File: config.mk
export PLATFORM = sky130hd
export DESIGN_NAME = controle_multiplicacao_seq
export DESIGN_NICKNAME = d
export VERILOG_FILES = /design/src/rtl/coproc_defs_pkg.sv /design/src/rtl/controle_multiplicacao_seq_mac_elemento.sv /design/src/rtl/controle_multiplicacao_seq.sv
export SDC_FILE = /design/constraint.sdc
export NUM_CORES = 1
export LEC_CHECK = 0
export CAP_MARGIN = 15
export CELL_PAD_IN_SITES_DETAIL_PLACEMENT = 1
export CELL_PAD_IN_SITES_GLOBAL_PLACEMENT = 1
export CORE_ASPECT_RATIO = 0.8
export CORE_MARGIN = 10
export CORE_UTILIZATION = 39
export DETAILED_ROUTE_END_ITERATION = 8
export PLACE_DENSITY_LB_ADDON = 0.1
export SLEW_MARGIN = 20
export SYNTH_ARGS = -nofsm -noshare
export SYNTH_HDL_FRONTEND = slang
export SYNTH_SLANG_ARGS = --single-unit
File: constraint.sdc
create_clock -name clk -period 8.7 [get_ports clk]
set_clock_uncertainty 0.15 [all_clocks]
set_input_delay 0.87 -clock clk [delete_from_list [all_inputs] [get_ports clk]]
set_output_delay 0.87 -clock clk [all_outputs]
set_load 0.01 [all_outputs]
File: src/rtl/coproc_defs_pkg.sv
// Shared definitions for the coprocessor multipliers: FSM encoding, result
// width rule and flat-packing index helpers.
package coproc_defs;

    typedef enum logic [1:0] {
        IDLE = 2'd0,
        CALC = 2'd1,
        FIM  = 2'd2
    } estado_t;

    // Guard bits cover the sum of N<=8 full-scale products without overflow.
    function automatic int largura_resultado(input int largura);
        return 2 * largura + 3;
    endfunction

    function automatic int largura_indice(input int n);
        return (n > 1) ? $clog2(n) : 1;
    endfunction

    // LSB position of element number idx in a flat vector of w-bit elements.
    function automatic int lsb_elemento(input int idx, input int w);
        return idx * w;
    endfunction

endpackage

File: src/rtl/controle_multiplicacao_seq_mac_elemento.sv
// Combinational signed multiply-accumulate step: soma = acc + a*b, all in
// RW-bit wrap-around arithmetic. The accumulator register lives in the caller.
module mac_elemento #(
    parameter int WIDTH = 8,
    parameter int RW    = 2 * WIDTH + 3
) (
    input  logic [WIDTH-1:0] a,
    input  logic [WIDTH-1:0] b,
    input  logic [RW-1:0]    acc,
    output logic [RW-1:0]    soma
);

    logic signed [RW-1:0] a_ext;
    logic signed [RW-1:0] b_ext;
    logic signed [RW-1:0] produto;

    // Extend before multiplying so the product keeps its sign at RW bits.
    assign a_ext   = {{(RW - WIDTH){a[WIDTH-1]}}, a};
    assign b_ext   = {{(RW - WIDTH){b[WIDTH-1]}}, b};
    assign produto = a_ext * b_ext;
    assign soma    = acc + produto;

endmodule

File: src/rtl/controle_multiplicacao_seq.sv
// Sequential N x N matrix multiplier: one shared MAC stepped through every
// (i,j,k) term by a small scheduler FSM. Same flat packing as the parallel unit.
module controle_multiplicacao_seq
    import coproc_defs::*;
#(
    parameter  int N     = 3,
    parameter  int WIDTH = 8,
    localparam int RW    = largura_resultado(WIDTH)
) (
    input  logic                  clk,
    input  logic                  rst_n,
    input  logic                  start,
    input  logic                  cancelar,
    input  logic [N*N*WIDTH-1:0]  A,
    input  logic [N*N*WIDTH-1:0]  B,
    output logic                  busy,
    output logic                  done,
    output logic [N*N*RW-1:0]     Resultado
);

    localparam int NE = N * N;
    localparam int IW = largura_indice(N);
    localparam int EW = largura_indice(NE);

    estado_t          estado_reg;
    logic [IW-1:0]    i_reg;
    logic [IW-1:0]    j_reg;
    logic [IW-1:0]    k_reg;
    logic [RW-1:0]    acc_reg;
    logic [WIDTH-1:0] a_reg   [NE];
    logic [WIDTH-1:0] b_reg   [NE];
    logic [RW-1:0]    buf_reg [NE];

    logic [WIDTH-1:0] a_in [NE];
    logic [WIDTH-1:0] b_in [NE];
    logic [RW-1:0]    resultado_next [NE];

    logic [EW-1:0]    a_idx;
    logic [EW-1:0]    b_idx;
    logic [EW-1:0]    r_idx;
    logic [RW-1:0]    acc_next;
    logic             ultimo_k;
    logic             ultimo_j;
    logic             ultimo_i;

    // Unpack the flat operand ports into element arrays.
    genvar gi;
    generate
        for (gi = 0; gi < NE; gi++) begin : g_desempacota
            assign a_in[gi] = A[lsb_elemento(gi, WIDTH) +: WIDTH];
            assign b_in[gi] = B[lsb_elemento(gi, WIDTH) +: WIDTH];
        end
    endgenerate

    assign a_idx    = EW'(i_reg) * EW'(N) + EW'(k_reg);
    assign b_idx    = EW'(k_reg) * EW'(N) + EW'(j_reg);
    assign r_idx    = EW'(i_reg) * EW'(N) + EW'(j_reg);
    assign ultimo_k = (k_reg == IW'(N - 1));
    assign ultimo_j = (j_reg == IW'(N - 1));
    assign ultimo_i = (i_reg == IW'(N - 1));

    mac_elemento #(
        .WIDTH (WIDTH),
        .RW    (RW)
    ) u_mac (
        .a    (a_reg[a_idx]),
        .b    (b_reg[b_idx]),
        .acc  (acc_reg),
        .soma (acc_next)
    );

    // Final snapshot: the last element is still in flight on the final term,
    // so it comes straight from the MAC rather than the buffer.
    generate
        for (gi = 0; gi < NE; gi++) begin : g_final
            if (gi == NE - 1) begin : g_ultimo
                assign resultado_next[gi] = acc_next;
            end else begin : g_buffer
                assign resultado_next[gi] = buf_reg[gi];
            end
        end
    endgenerate

    always_ff @(posedge clk or negedge rst_n) begin
        if (!rst_n) begin
            estado_reg <= IDLE;
            i_reg      <= '0;
            j_reg      <= '0;
            k_reg      <= '0;
            acc_reg    <= '0;
            busy       <= 1'b0;
            done       <= 1'b0;
            Resultado  <= '0;
            for (int e = 0; e < NE; e++) begin
                a_reg[e]   <= '0;
                b_reg[e]   <= '0;
                buf_reg[e] <= '0;
            end
        end else begin
            case (estado_reg)
                IDLE: begin
                    done <= 1'b0;
                    // start beats cancelar here: cancelar is only meaningful in CALC.
                    if (start) begin
                        for (int e = 0; e < NE; e++) begin
                            a_reg[e] <= a_in[e];
                            b_reg[e] <= b_in[e];
                        end
                        i_reg      <= '0;
                        j_reg      <= '0;
                        k_reg      <= '0;
                        acc_reg    <= '0;
                        busy       <= 1'b1;
                        estado_reg <= CALC;
                    end
                end

                CALC: begin
                    if (cancelar) begin
                        i_reg      <= '0;
                        j_reg      <= '0;
                        k_reg      <= '0;
                        acc_reg    <= '0;
                        busy       <= 1'b0;
                        estado_reg <= IDLE;
                    end else if (!ultimo_k) begin
                        acc_reg <= acc_next;
                        k_reg   <= k_reg + IW'(1);
                    end else begin
                        buf_reg[r_idx] <= acc_next;
                        acc_reg        <= '0;
                        k_reg          <= '0;
                        if (!ultimo_j) begin
                            j_reg <= j_reg + IW'(1);
                        end else begin
                            j_reg <= '0;
                            if (!ultimo_i) begin
                                i_reg <= i_reg + IW'(1);
                            end else begin
                                i_reg <= '0;
                                for (int e = 0; e < NE; e++) begin
                                    Resultado[lsb_elemento(e, RW) +: RW] <= resultado_next[e];
                                end
                                busy       <= 1'b0;
                                done       <= 1'b1;
                                estado_reg <= FIM;
                            end
                        end
                    end
                end

                FIM: begin
                    done       <= 1'b0;
                    estado_reg <= IDLE;
                end

                default: begin
                    busy       <= 1'b0;
                    done       <= 1'b0;
                    estado_reg <= IDLE;
                end
            endcase
        end
    end

endmodule

Word level (Yosys, flattened, before mapping)
Index checks and enable logic that the tools add are counted.
{ "op_classes": {"addsub": 7, "multipliers": 3, "magnitude_cmp": 4, "eq_ne": 13, "mux": 43, "n_bitwise": 5, "n_reduce_logical": 12} }
{ "ops": {"columns": ["operator", "count"], "rows": [
  ["bitwise mux 171 bit", 1],
  ["demux 19 bit (select 4 bit)", 1],
  ["two-way mux 19 bit", 4],
  ["binary-select mux 8 bit (select 4 bit)", 2],
  ["case mux 19 bit (2 select lines)", 1],
  ["two-way mux 8 bit", 4],
  ["two-way mux 2 bit", 15],
  ["adder 19 bit", 1],
  ["multiplier 8 x 8 -> 16 bit", 1],
  ["case mux 2 bit (2 select lines)", 4],
  [">= comparator 5 bit (second input constant)", 3],
  ["inverter 4 -> 5 bit", 3],
  ["adder 4 x 2 -> 4 bit", 3],
  ["AND reduction 4 bit", 3],
  ["two-way mux 1 bit", 10],
  ["!= test 2 bit (second input constant)", 5],
  ["AND reduction 5 bit", 2],
  ["!= test 3 bit (second input constant)", 3],
  ["== test 2 bit (second input constant)", 4],
  ["multiplier 2 x 2 -> 4 bit (second input constant)", 2],
  ["adder 2 x 1 -> 2 bit (second input constant)", 3],
  ["AND reduction 3 bit", 2],
  ["less-than comparator 5 x 1 -> 1 bit (second input constant)", 1],
  ["AND reduction 2 bit", 2],
  ["other kinds (6)", 7]
]} }
{ "word_totals": {"reg_bits": 515, "input_bits": 148, "output_inout_bits": 173, "wordCells": 122} }

Logic depth before layout (Yosys ltp)
Gate-level depths: netlist of the first run.
{ "depth": {"ltp_word": 11, "ltp_mapped": 35, "depth_no_buf": 34} }

Cells and area by module
Synthesis of the first run repeated with hierarchy kept, for this count alone.
{ "unflattened": {"hier_cells": 1620, "hier_area_um2": 23481.3} }
{ "by_module_without_submodules": {"columns": ["mod", "instances", "cells_each", "area_each_um2", "seq_area_each_um2"], "rows": [
  ["controle_multiplicacao_seq", 1, 1221, 20104.3, 12411.9],
  ["mac_elemento", 1, 399, 3377.0, 0.0]
]} }

Least setup slack after synthesis of the first run
OpenSTA, ideal clock, no wires.
{ "synth_path": {"path_kind": "flip-flop to flip-flop", "start": "reg j_reg[1]", "end": "reg buf_reg[151] in the netlist's numbering", "arrival_ps": 8209, "required_time_ps": 8414, "setup_slack_ps": 204, "path_stages_with_launch": 32, "synth_period_minus_slack_ps": 8496, "path_cell_list": "dfrtp_1 fa_1 ha_1 fa_1 clkbuf_1 clkbuf_1 mux4_2 mux2i_1 nor2_1 a21oi_1 nor2_1 ha_1 inv_1 fa_1 inv_1 fa_1 inv_1 fa_1 inv_1 ha_1 or4_4 o2111ai_2 a311oi_2 xnor2_2 ha_1 a21oi_1 a21oi_1 o21ai_0 a21oi_1 xor2_2 xnor2_2 o21ai_1"} }
{ "synth_between": {"elab_chain_cells": 8, "elab_cells_between_ends": 15, "cone_classes": "add/sub (3); mul (1); order compare (2); mux (6); bitwise (2); reduce/logical (1)"} }
{ "synth_lines": {"columns": ["element", "line_no", "source"], "rows": [
  ["from (decl)", "controle_multiplicacao_seq.sv:27", "logic [IW-1:0] j_reg;"],
  ["from (signal assigned)", "controle_multiplicacao_seq.sv:134", "j_reg <= j_reg + IW'(1);"],
  ["adder 4 x 2 -> 4 bit", "controle_multiplicacao_seq.sv:56", "assign b_idx = EW'(k_reg) * EW'(N) + EW'(j_reg);"],
  ["inverter 4 -> 5 bit (implied by the code)", "controle_multiplicacao_seq.sv:67", ".b (b_reg[b_idx]),"],
  ["binary-select mux 8 bit (select 4 bit)", "controle_multiplicacao_seq.sv:67", null],
  ["two-way mux 8 bit (implied by the code) (2 in series)", "controle_multiplicacao_seq.sv:67", null],
  ["multiplier 8 x 8 -> 16 bit", "controle_multiplicacao_seq_mac_elemento.sv:20", "assign produto = a_ext * b_ext;"],
  ["adder 19 bit", "controle_multiplicacao_seq_mac_elemento.sv:21", "assign soma = acc + produto;"],
  ["bitwise mux 171 bit *", "controle_multiplicacao_seq.sv:130", "buf_reg[r_idx] <= acc_next;"],
  ["to (signal, indexed assignment)", "controle_multiplicacao_seq.sv:130", null],
  ["to (decl)", "controle_multiplicacao_seq.sv:32", "logic [RW-1:0] buf_reg [NE];"]
]} }
Every way passes the cells marked *; elsewhere a longest branch is shown, timed or not. The select of a mux whose other input is x is not followed.
A chain may end at the register's enable or synchronous reset.

Final worst setup path of the first run
{ "layout_path": {"start": "reg i_reg[1]", "end": "reg acc_reg[18]"} }
{ "layout_between": {"elab_chain_cells": 11} }
{ "layout_lines": {"columns": ["element", "line_no", "source"], "rows": [
  ["from (decl)", "controle_multiplicacao_seq.sv:26", "logic [IW-1:0] i_reg;"],
  ["from (signal assigned)", "controle_multiplicacao_seq.sv:138", "i_reg <= i_reg + IW'(1);"],
  ["multiplier 2 x 2 -> 4 bit", "controle_multiplicacao_seq.sv:55", "assign a_idx = EW'(i_reg) * EW'(N) + EW'(k_reg);"],
  ["adder 4 x 2 -> 4 bit", "controle_multiplicacao_seq.sv:55", null],
  ["inverter 4 -> 5 bit (implied by the code)", "controle_multiplicacao_seq.sv:66", ".a (a_reg[a_idx]),"],
  ["binary-select mux 8 bit (select 4 bit)", "controle_multiplicacao_seq.sv:66", null],
  ["two-way mux 8 bit (implied by the code) (2 in series)", "controle_multiplicacao_seq.sv:66", null],
  ["multiplier 8 x 8 -> 16 bit", "controle_multiplicacao_seq_mac_elemento.sv:20", null],
  ["adder 19 bit", "controle_multiplicacao_seq_mac_elemento.sv:21", null],
  ["two-way mux 19 bit", "controle_multiplicacao_seq.sv:126", "end else if (!ultimo_k) begin"],
  ["two-way mux 19 bit", "controle_multiplicacao_seq.sv:119", "if (cancelar) begin"],
  ["case mux 19 bit (2 select lines)", "controle_multiplicacao_seq.sv:100", "case (estado_reg)"],
  ["to (signal assigned)", "controle_multiplicacao_seq.sv:127", "acc_reg <= acc_next;"],
  ["to (decl)", "controle_multiplicacao_seq.sv:29", "logic [RW-1:0] acc_reg;"]
]} }
Every way passes these cells. The select of a mux whose other input is x is not followed.

==> results of run 1 <==
==> cell families after synthesis <==
kind of cell / synth area share [%]
muxes: 14.2
buffers and inverters: 3.39
DFF: 54.2
adders and majority gates: 8.66
and+or+nand+nor: 12.6
xor gates and xnor gates: 1.54
AOI/OAI and AO/OA: 5.38
==> stage by stage <==
stage | worst slack, ns | setup TNS (ns) | util [%] | hold WS (ns)
after floorplan | 0.204 | 0 | - | 0.277
after global placement | 0.0761 | 0 | 47.2 | 0.293
after detailed placement | -0.128 | -1.96 | 47.2 | 0.302
after CTS | 0.00847 | 0 | 50.2 | 0.125
after global routing | -0.233 | -3.29 | 51.0 | 0.154
final | 0.179 | 0 | 51.0 | 0.128
==> critical path: cells and delay by family, from the launching register on <==
| kind | cells | cell delay [ns] |
|---|---|---|
| AOI/OAI and AO/OA | 10 | 1.77 |
| xor gates and xnor gates | 2 | 0.45 |
| buffers and inverters | 12 | 1.47 |
| muxes | 2 | 0.57 |
| and+or+nand+nor | 2 | 0.24 |
| adders and majority gates | 8 | 3.35 |
| DFF | 1 | 0.39 |
==> final timing paths <==
| check | from | endpoint | slack, ns | depth (start not counted) |
|---|---|---|---|---|
| hold / removal | rst_n | Resultado[59]$_DFFE_PN0P_ | 0.13 | 1 |
| hold reg to reg | buf_reg[105]$_DFFE_PN0P_ | Resultado[67]$_DFFE_PN0P_ | 0.31 | 2 |
| setup / recovery | i_reg[1]$_DFFE_PN0P_ | acc_reg[18]$_DFFE_PN0P_ | 0.18 | 36 |
| max in group asynchronous | rst_n | a_reg[68]$_DFFE_PN0P_ | 6.77 | 2 |
| min in group clk | buf_reg[105]$_DFFE_PN0P_ | Resultado[67]$_DFFE_PN0P_ | 0.31 | 2 |
| setup reg to reg | i_reg[1]$_DFFE_PN0P_ | acc_reg[18]$_DFFE_PN0P_ | 0.18 | 36 |
==> cells in the mapped netlist, types with 3 or more instances <==
cell type	instances
buf_2	11
and3_1	3
a21oi_1	32
mux4_2	32
xnor2_1	21
inv_1	107
a22o_1	10
a22oi_1	8
a21o_1	8
o21ai_1	11
nor3_1	3
mux2_2	217
o21a_1	5
xor2_1	10
a31oi_1	4
or2_2	12
xnor2_2	4
nand2_1	603
o21bai_1	4
nor2_1	74
o22ai_1	3
dfrtp_1	496
fa_1	61
a211oi_1	3
ha_1	61
and2_1	8
nand3_1	13
nor2b_1	5
mux2i_1	10
clkbuf_1	81
o21ai_0	117
buf_1	3
==> timing repair <==
| item | in CTS | in global routing |
|---|---|---|
| setup buffers | 1 | 29 |
| gates resized for setup | 6 | 37 |
| pin swaps | 1 | 21 |
| cloned | 0 | 1 |
| setup endpoints to repair | 26 | 67 |
==> cell usage in the layout (no fill, tap or decap), types with 9 or more instances in the layout <==
cell type / netlist / final
a21oi_1: 32 / 24
a22o_1: 10 / 10
buf_4: 0 / 88
clkbuf_16: 0 / 53
clkdlybuf4s50_1: 0 / 319
clkinv_2: 0 / 9
dfrtp_1: 496 / 496
fa_1: 61 / 59
ha_1: 61 / 52
inv_1: 107 / 105
mux2_2: 217 / 217
mux2i_1: 10 / 10
mux4_2: 32 / 32
nand2_1: 603 / 602
nand3_1: 13 / 12
nor2_1: 74 / 72
o21ai_0: 117 / 113
o21ai_1: 11 / 15
or2_2: 12 / 12
xnor2_1: 21 / 12
xnor2_2: 4 / 10
==> final cells by class <==
type / count / area (um2) / share of cell area, %
flip-flops and latches: 496 / 12400 / 41.9
multi-input cells: 1364 / 10100 / 34.0
repair buffers: 422 / 4100 / 13.8
clock buffers: 68 / 1460 / 4.93
well taps: 769 / 962 / 3.25
inverters: 108 / 410 / 1.38
clock inverters: 18 / 210 / 0.709
diodes: 5 / 12.5 / 0.0422
==> routing by layer <==
layer  routed length (um)  track usage (%)  vias up
met5                  115                0        -
met4                 1290             4.43       16
met3                 3680             4.53       91
met2                34100             33.6      317
met1                30800             25.9     8222
li1                     -                -     7543
==> summary.txt, run 1 <==
STA
  – Tmin final: between 8 and 9 ns
  – Worst-margin pin slew: around 1.1 ns
  – Count of final hold-check violations: 0
  – Worst slew margin: about a quarter
  – Max-slew violation count: 0
  – Fmax achieved: roughly 120 MHz
  – Final setup fails: 0
  – Fin crit share: between 90 and 100%

Clock network
  – CTS Hold Bufs: 0
  – CTS tree: built
  – Htree depth: 2
  – Clock Sinks: 496
  – Root Buffer: clkbuf_16
  – Max clock buf depth: 3
  – Clock Latency Late Sink: ~0.60 ns
  – Clock transition at path regs: roughly 0.06 ns
  – CTS Buf Count: 52

Drt
  – DR pass1 iterations: 5
  – Drt drc: 0
  – Iter 0 DRT Violations: about 850
  – Total Wirelength: between 60 and 70 mm
  – Final antenna-violating net count: 0
  – DR WL/cell: approximately 22 um
  – Vias/cell: about 5.0
  – Via Count: approximately 16000

Critical path
  – Crit path DAT: 8.86 ns
  – CP Capture Type: flip-flop
  – Most frequent CP cell: inv_1
  – Critical path type: reg2reg
  – WP data required: 9.04 ns
  – CP max stage delay: 0.53 ns
  – Setup crit start kind: flip-flop
  – CP max FO: 11
  – Slowest CP cell: fa_1

Global routing
  – GRT Overall Usage: between 10% and 20%
  – Global-route wire length before repair: roughly 110 mm
  – Antenna violations before repair: 14
  – Vias in the first global route: roughly 18000
  – Grt ovf: 0
  – Largest net degree at the start of global routing: 179

Cells and area
  – Area Growth Syn to Fin: 29.4%
  – Fillcell total: 6165
  – Largest register FFs: roughly 170
  – Post-route design area: between 20000 and 30000 um2
  – Nets@finish: 2714
  – Layout cell share with drive strength beyond 1: a little over 20%
  – Layout Cells excl Fill: roughly 3300

Yosys
  – #FFs+latches synth: just under 500
  – Synth warn: 0
  – Post-synthesis cell type count: 51
  – Fraction of registers with async set/reset: 100%
  – EDFF count, synth: 0
  – Leading area contributor after synthesis: dfrtp_1
  – Ys flop type: dfrtp_1
  – Ranking of synthesized cells by area: dfrtp_1 54%, mux2_2 11%, nand2_1 9.9%, fa_1 5.3%, ha_1 3.3%
  – Syn Std Cell Area: approximately 23000 um2
  – Synth top area share: between 50% and 60%
  – Syn Nets: around 2300
  – Syn_area_per_cell: 11.1 um2
  – Synth Instances: 2062
  – Sequential cell area fraction in the yosys report: 54.2%

Run status
  – Outcome: finished, final reports clean

Min path
  – Hold Path Class: in2async

Placed design
  – DP Area: 27400 um2
  – Routability cong.: about 0.9
  – Placed insts: about 3100
  – IO Port Bufs: between 300 and 400
  – Placed wire-length estimate: between 40 and 50 mm

Die
  – Chip Width: between 200 and 300 um
  – I/O pin total: ~320
  – Die area: approximately 69000 um2
  – Cell Rows: 79
  – Core area: ~58000 um2
  – Starting Density: between 30% and 40%
  – DIE HEIGHT: between 200 and 250 um

Run
  – Max-Cap Viols: 0
Power of run 1 is left out: the tool's default activity adds up to more than one toggle a clock period on the data nets, which glitch-free logic cannot reach.
==> run 2, diff against run 1 <==
==> constraint.sdc (replaced) <==
create_clock -name clk -period 8.7 [get_ports clk]
set_clock_uncertainty 0.15 [all_clocks]
set_input_delay 0.87 -clock clk [delete_from_list [all_inputs] [get_ports clk]]
set_output_delay 0.87 -clock clk [all_outputs]
set_load 0.1 [all_outputs]
==> summary.txt, run 2 (same netlist as run 1, synthesis figures left out) <==
Critical path
  – Critical path type: reg2reg
  – Reg2Reg Launch Point: i_reg[1]$_DFFE_PN0P_
  – CP Depth: 34 (-5.6%)
  – Worst Reg2Reg Path Length in Cells: 34 (-5.6%)
  – Setup crit start kind: flip-flop
  – WP data required: 9.03 ns (about the same)
  – CP Capture Type: flip-flop
  – Slowest CP cell: fa_2
  – CP startpoint: i_reg[1]$_DFFE_PN0P_
  – FF-to-FF setup slack: 0.24 ns (+0.06 ns)
  – FF-to-FF End: buf_reg[170]$_DFFE_PN0P_
  – Crit path DAT: 8.79 ns (-0.07 ns)
  – Critical Path Sink: buf_reg[170]$_DFFE_PN0P_
  – CP max stage delay: 0.58 ns (+0.05 ns)
  – Worst Path Buf+Inv: 10 (-2)
  – Critical path's top delay family: adder cells
  – CP max FO: 7 (-4)

Run status
  – Outcome: finished, final reports clean

Cells and area
  – Fillcell total: 6159 (-0.097%)
  – Largest register FFs: 171 (unchanged)
  – Nets@finish: 2721 (+0.26%)
  – Most frequent cells in the layout: 602 x nand2_1, 496 x dfrtp_1, 317 x clkdlybuf4s50_1, 217 x mux2_2, 112 x o21ai_0
  – Commonest non-fill, non-tap cell in the layout: nand2_1
  – Area Growth Syn to Fin: 29.8%
  – Layout cell share with drive strength beyond 1: 20.8% (+0.49 points)

STA
  – Max-slew violation count: 0 (unchanged)
  – Worst-margin pin slew: 1.17 ns (+0.0305 ns)
  – Tmin final: 8.46 ns (-0.0587 ns)
  – Setup TNS: 0 ns (unchanged)
  – Final setup fails: 0 (unchanged)
  – Fmax achieved: 118 MHz (+0.69%)
  – WHS: 0.117 ns (-0.0114 ns)
  – Fin crit share: 97.3% (-0.67 points)
  – Count of final hold-check violations: 0 (unchanged)
  – Worst slew margin: 22.1% (-2.0 points)
  – PnR worst setup slack: 0.238 ns (+0.0587 ns)

Clock network
  – Clock Sinks: 496 (unchanged)
  – Clock Latency Late Sink: 0.61 ns (about the same)
  – Max clock buf depth: 3 (unchanged)
  – Htree depth: 2 (unchanged)
  – CTS Hold Bufs: 0 (unchanged)
  – Clock transition at path regs: 0.06 ns (about the same)
  – CTS Buf Count: 52 (unchanged)
  – CTS tree: built
  – Root Buffer: clkbuf_16

Drt
  – Total Wirelength: 70.2 mm (+0.25%)
  – Vias/cell: 4.99 (+0.27%)
  – DR pass1 iterations: 4 (-1)
  – Final antenna-violating net count: 0 (unchanged)
  – Drt drc: 0 (unchanged)
  – Via Count: 16283 (+0.58%)
  – DR WL/cell: 21.5 um (about the same)
  – Iter 0 DRT Violations: 922 (+8.3%)

Run
  – Max-Cap Viols: 0 (unchanged)

Global routing
  – Global-route wire length before repair: 108 mm (-0.54%)
  – Vias in the first global route: 17918 (+0.47%)
  – GRT Overall Usage: 19.9% (-0.028 points)
  – Largest net degree at the start of global routing: 179 (unchanged)
  – Antenna violations before repair: 16 (+2)
  – Grt ovf: 0 (unchanged)

Placed design
  – Setup WS pre-CTS: -0.124 ns (+0.00319 ns)
  – Placed wire-length estimate: 49.5 mm (+0.16%)
  – Routability cong.: 0.885 (about the same)
  – IO Port Bufs: 320 (unchanged)

Die
  – DIE HEIGHT: 237 um (unchanged)
  – Starting Density: 39.4% (unchanged)
  – I/O pin total: 321 (unchanged)
  – Core area: 58100 um2 (unchanged)
  – Chip Width: 291 um (unchanged)
  – Cell Rows: 79 (unchanged)
  – Die area: 68900 um2 (unchanged)

Min path
  – Hold Path Class: in2async
-- run 2: worst min-delay path by stage --
stage / depth (start not counted) / startpoint / endpoint
6_report: 1 / rst_n / Resultado[64]$_DFFE_PN0P_
5_1_grt: 1 / rst_n / Resultado[64]$_DFFE_PN0P_
4_1_cts: 1 / rst_n / Resultado[64]$_DFFE_PN0P_
3_5_place_dp: 2 / buf_reg[159]$_DFFE_PN0P_ / Resultado[7]$_DFFE_PN0P_
3_3_place_gp: 2 / buf_reg[60]$_DFFE_PN0P_ / Resultado[98]$_DFFE_PN0P_
2_1_floorplan: 1 / estado_reg[1]$_DFFE_PN0P_ / estado_reg[0]$_DFFE_PN0P_
-- run 2: metrics by stage --
step	cells	cell area, um2	util (%)
finish	3260	29700	51.2
global route	3257	29700	51.2
CTS	3214	29100	50.1
detailed placement	3126	27400	47.2
global placement	3126	27400	47.2
floorplan	2062	22900	-
-- run 2: timing repair --
action	4_1_cts	5_1_grt
pin swaps	0	24
buffers inserted	0	38
resized for setup	2	49
cloned	0	2
setup endpoints to repair	19	74
-- run 2: layout make-up --
type                       count  area, um2  share of cell area, %
tap                          769        962                   3.23
clock inverter                16        193                  0.648
timing repair buffer         430       4190                   14.1
inverter                     108        410                   1.38
antenna                        6       15.0                 0.0505
clock buffer                  72       1490                   5.00
sequential                   496      12400                   41.7
multi-input combinational   1363      10100                   33.9
-- run 2: metal layers --
metal / vias to the layer above / part of all wire [%] / global-route usage [%]
met5: - / 0.18 / 0
met4: 18 / 2.7 / 6.15
met3: 121 / 5.6 / 5.07
met2: 330 / 48 / 33.1
met1: 8257 / 43 / 25.2
li1: 7557 / - / -
Power of run 2 is left out for the same reason.
==> run 3, diff against run 2 <==
--- a/config.mk
+++ b/config.mk
@@ -10,7 +10,7 @@
 export CELL_PAD_IN_SITES_GLOBAL_PLACEMENT = 1
 export CORE_ASPECT_RATIO = 0.8
 export CORE_MARGIN = 10
-export CORE_UTILIZATION = 39
+export CORE_UTILIZATION = 44
 export DETAILED_ROUTE_END_ITERATION = 8
 export PLACE_DENSITY_LB_ADDON = 0.1
 export SLEW_MARGIN = 20
==> constraint.sdc (replaced) <==
create_clock -name clk -period 8.4 [get_ports clk]
set_clock_uncertainty 0.15 [all_clocks]
set_input_delay 0.84 -clock clk [delete_from_list [all_inputs] [get_ports clk]]
set_output_delay 0.84 -clock clk [all_outputs]
set_load 0.1 [all_outputs]
==> summary.txt, run 3 (same netlist as run 1, synthesis figures left out) <==
Critical path
  – CP max FO: 7 (unchanged)
  – Worst Reg2Reg Path Length in Cells: 31 (-8.8%)
  – Reg2Reg Launch Point: k_reg[0]$_DFFE_PN0P_
  – CP max stage delay: 0.72 ns (+0.14 ns)
  – FF-to-FF setup slack: 0.04 ns (-0.19 ns)
  – Critical path type: reg2reg
  – Critical path's top delay family: adder cells
  – FF-to-FF End: buf_reg[75]$_DFFE_PN0P_
  – Most frequent CP cell: fa_1
  – Worst Path Buf+Inv: 7 (-3)
  – WP data required: 8.73 ns (-0.30 ns)
  – Slowest CP cell: fa_2
  – Crit path DAT: 8.68 ns (-0.11 ns)
  – Setup crit start kind: flip-flop
  – CP Capture Type: flip-flop

Die
  – I/O pin total: 321 (unchanged)
  – Chip Width: 275 um (-5.5%)
  – DIE HEIGHT: 224 um (-5.4%)
  – Die area: 61700 um2 (-11%)
  – Starting Density: 44.7% (+5.2 points)
  – Cell Rows: 74 (-6.3%)
  – Core area: 51300 um2 (-12%)

STA
  – Fin crit share: 99.5% (+2.2 points)
  – Fmax achieved: 120 MHz (+1.3%)
  – WHS: 0.315 ns (+0.199 ns)
  – RSZ-0062 raised after global routing: true
  – Final setup fails: 0 (unchanged)
  – Tmin final: 8.36 ns (-0.107 ns)
  – Count of final hold-check violations: 0 (unchanged)
  – Worst slew margin: 26.2% (+4.1 points)
  – Max-slew violation count: 0 (unchanged)
  – Worst-margin pin slew: 1.10 ns (-0.0632 ns)

Cells and area
  – Most frequent cells in the layout: 600 x nand2_1, 495 x dfrtp_1, 318 x clkdlybuf4s50_1, 217 x mux2_2, 108 x buf_4
  – Area Growth Syn to Fin: 30.6%
  – Nets@finish: 2740 (+0.70%)
  – Largest register FFs: 171 (unchanged)
  – Fin util: 58.3% (+7.2 points)
  – Layout cell share with drive strength beyond 1: 23.0% (+2.1 points)
  – Commonest non-fill, non-tap cell in the layout: nand2_1
  – Fillcell total: 5384 (-13%)

Placed design
  – Placed wire-length estimate: 48.4 mm (-2.3%)
  – IO Port Bufs: 320 (unchanged)
  – Routability cong.: 0.886 (+0.18%)

Global routing
  – Met2 global-route usage: 37.7% (+4.7 points)
  – Met1 usage in global routing: 28.1% (+2.8 points)
  – GR peak layer: met2
  – Antenna violations before repair: 12 (-4)
  – Largest net degree at the start of global routing: 177 (-1.1%)
  – GRT Overall Usage: 22.3% (+2.4 points)
  – Met3 Use GR: 5.44% (+0.37 points)
  – Vias in the first global route: 18356 (+2.4%)
  – Grt ovf: 0 (unchanged)
  – Global-route wire length before repair: 108 mm (-0.34%)

Drt
  – Final antenna-violating net count: 0 (unchanged)
  – DR pass1 iterations: 5 (+1)
  – Via Count: 16576 (+1.8%)
  – DR WL/cell: 21.8 um (+1.3%)
  – Iter 0 DRT Violations: 1004 (+8.9%)
  – Drt drc: 0 (unchanged)
  – Vias/cell: 5.19 (+4.0%)
  – Total Wirelength: 69.6 mm (-0.77%)

Clock network
  – Clock Latency Late Sink: 0.61 ns (about the same)
  – Clock transition at path regs: 0.06 ns (about the same)
  – CTS Buf Count: 50 (-3.8%)
  – Max clock buf depth: 3 (unchanged)
  – CTS tree: built
  – Clock Sinks: 496 (unchanged)
  – Root Buffer: clkbuf_16
  – Htree depth: 2 (unchanged)

Min path
  – Hold Path Class: reg2reg
  – Sink of the worst hold path: Resultado[55]$_DFFE_PN0P_
  – Hold wc startpoint: buf_reg[131]$_DFFE_PN0P_
  – Hold Path Stages: 2

Run
  – Max-Cap Viols: 0 (unchanged)

Run status
  – Outcome: finished, final reports clean
run 3: through the flow:
stage	TNS, ns	cells	area (um2)	worst slack, ns
5_1_grt	-9.43	3189	29900	-0.360
2_1_floorplan	0	2062	22900	0.0389
3_5_place_dp	-5.46	3059	27500	-0.222
6_report	0	3192	29900	0.0442
3_3_place_gp	0	3059	27500	0.0154
4_1_cts	0	3147	29200	0.00902
run 3: layout make-up:
type                            count  area (um2)  area share [%]
Antenna cell                        3        7.51          0.0251
Clock inverter                     14         181           0.606
Tap cell                          684         856            2.86
Clock buffer                       73        1490            4.97
Timing Repair Buffer              450        4330            14.5
Inverter                          108         408            1.36
Sequential cell                   496       12400            41.5
Multi-Input combinational cell   1364       10200            34.2
run 3: tightest hold or removal path, delay by kind of cell (launching register included):
kind	cells	cell delay, ns
DFF	1	0.35
and+or+nand+nor	2	0.10
run 3: per-layer routing:
layer	wire length (um)	part of all wire [%]
met5	101	0.15
met4	1420	2.0
met1	29200	42
met3	4100	5.9
met2	34800	50
run 3: worst max-delay path by stage:
stage	startpoint	cells past startpoint	endpoint
after floorplan	j_reg[1]$_DFFE_PN0P_	31	buf_reg[151]$_DFFE_PN0P_
after global placement	k_reg[0]$_DFFE_PN0P_	33	buf_reg[131]$_DFFE_PN0P_
after detailed placement	k_reg[0]$_DFFE_PN0P_	33	buf_reg[169]$_DFFE_PN0P_
after CTS	i_reg[1]$_DFFE_PN0P_	35	buf_reg[129]$_DFFE_PN0P_
after global routing	k_reg[0]$_DFFE_PN0P_	32	buf_reg[75]$_DFFE_PN0P_
final	k_reg[0]$_DFFE_PN0P_	31	buf_reg[75]$_DFFE_PN0P_
run 3: repair_timing:
item / CTS / global route
hold buffers: 0 / 1
endpoints found under the setup margin: 54 / 87
gates resized for setup: 13 / 110
pin swaps: 0 / 67
setup buffers: 1 / 37
gates cloned: 0 / 3
hold endpoints to repair: 0 / 32
Power of run 3 is left out for the same reason.
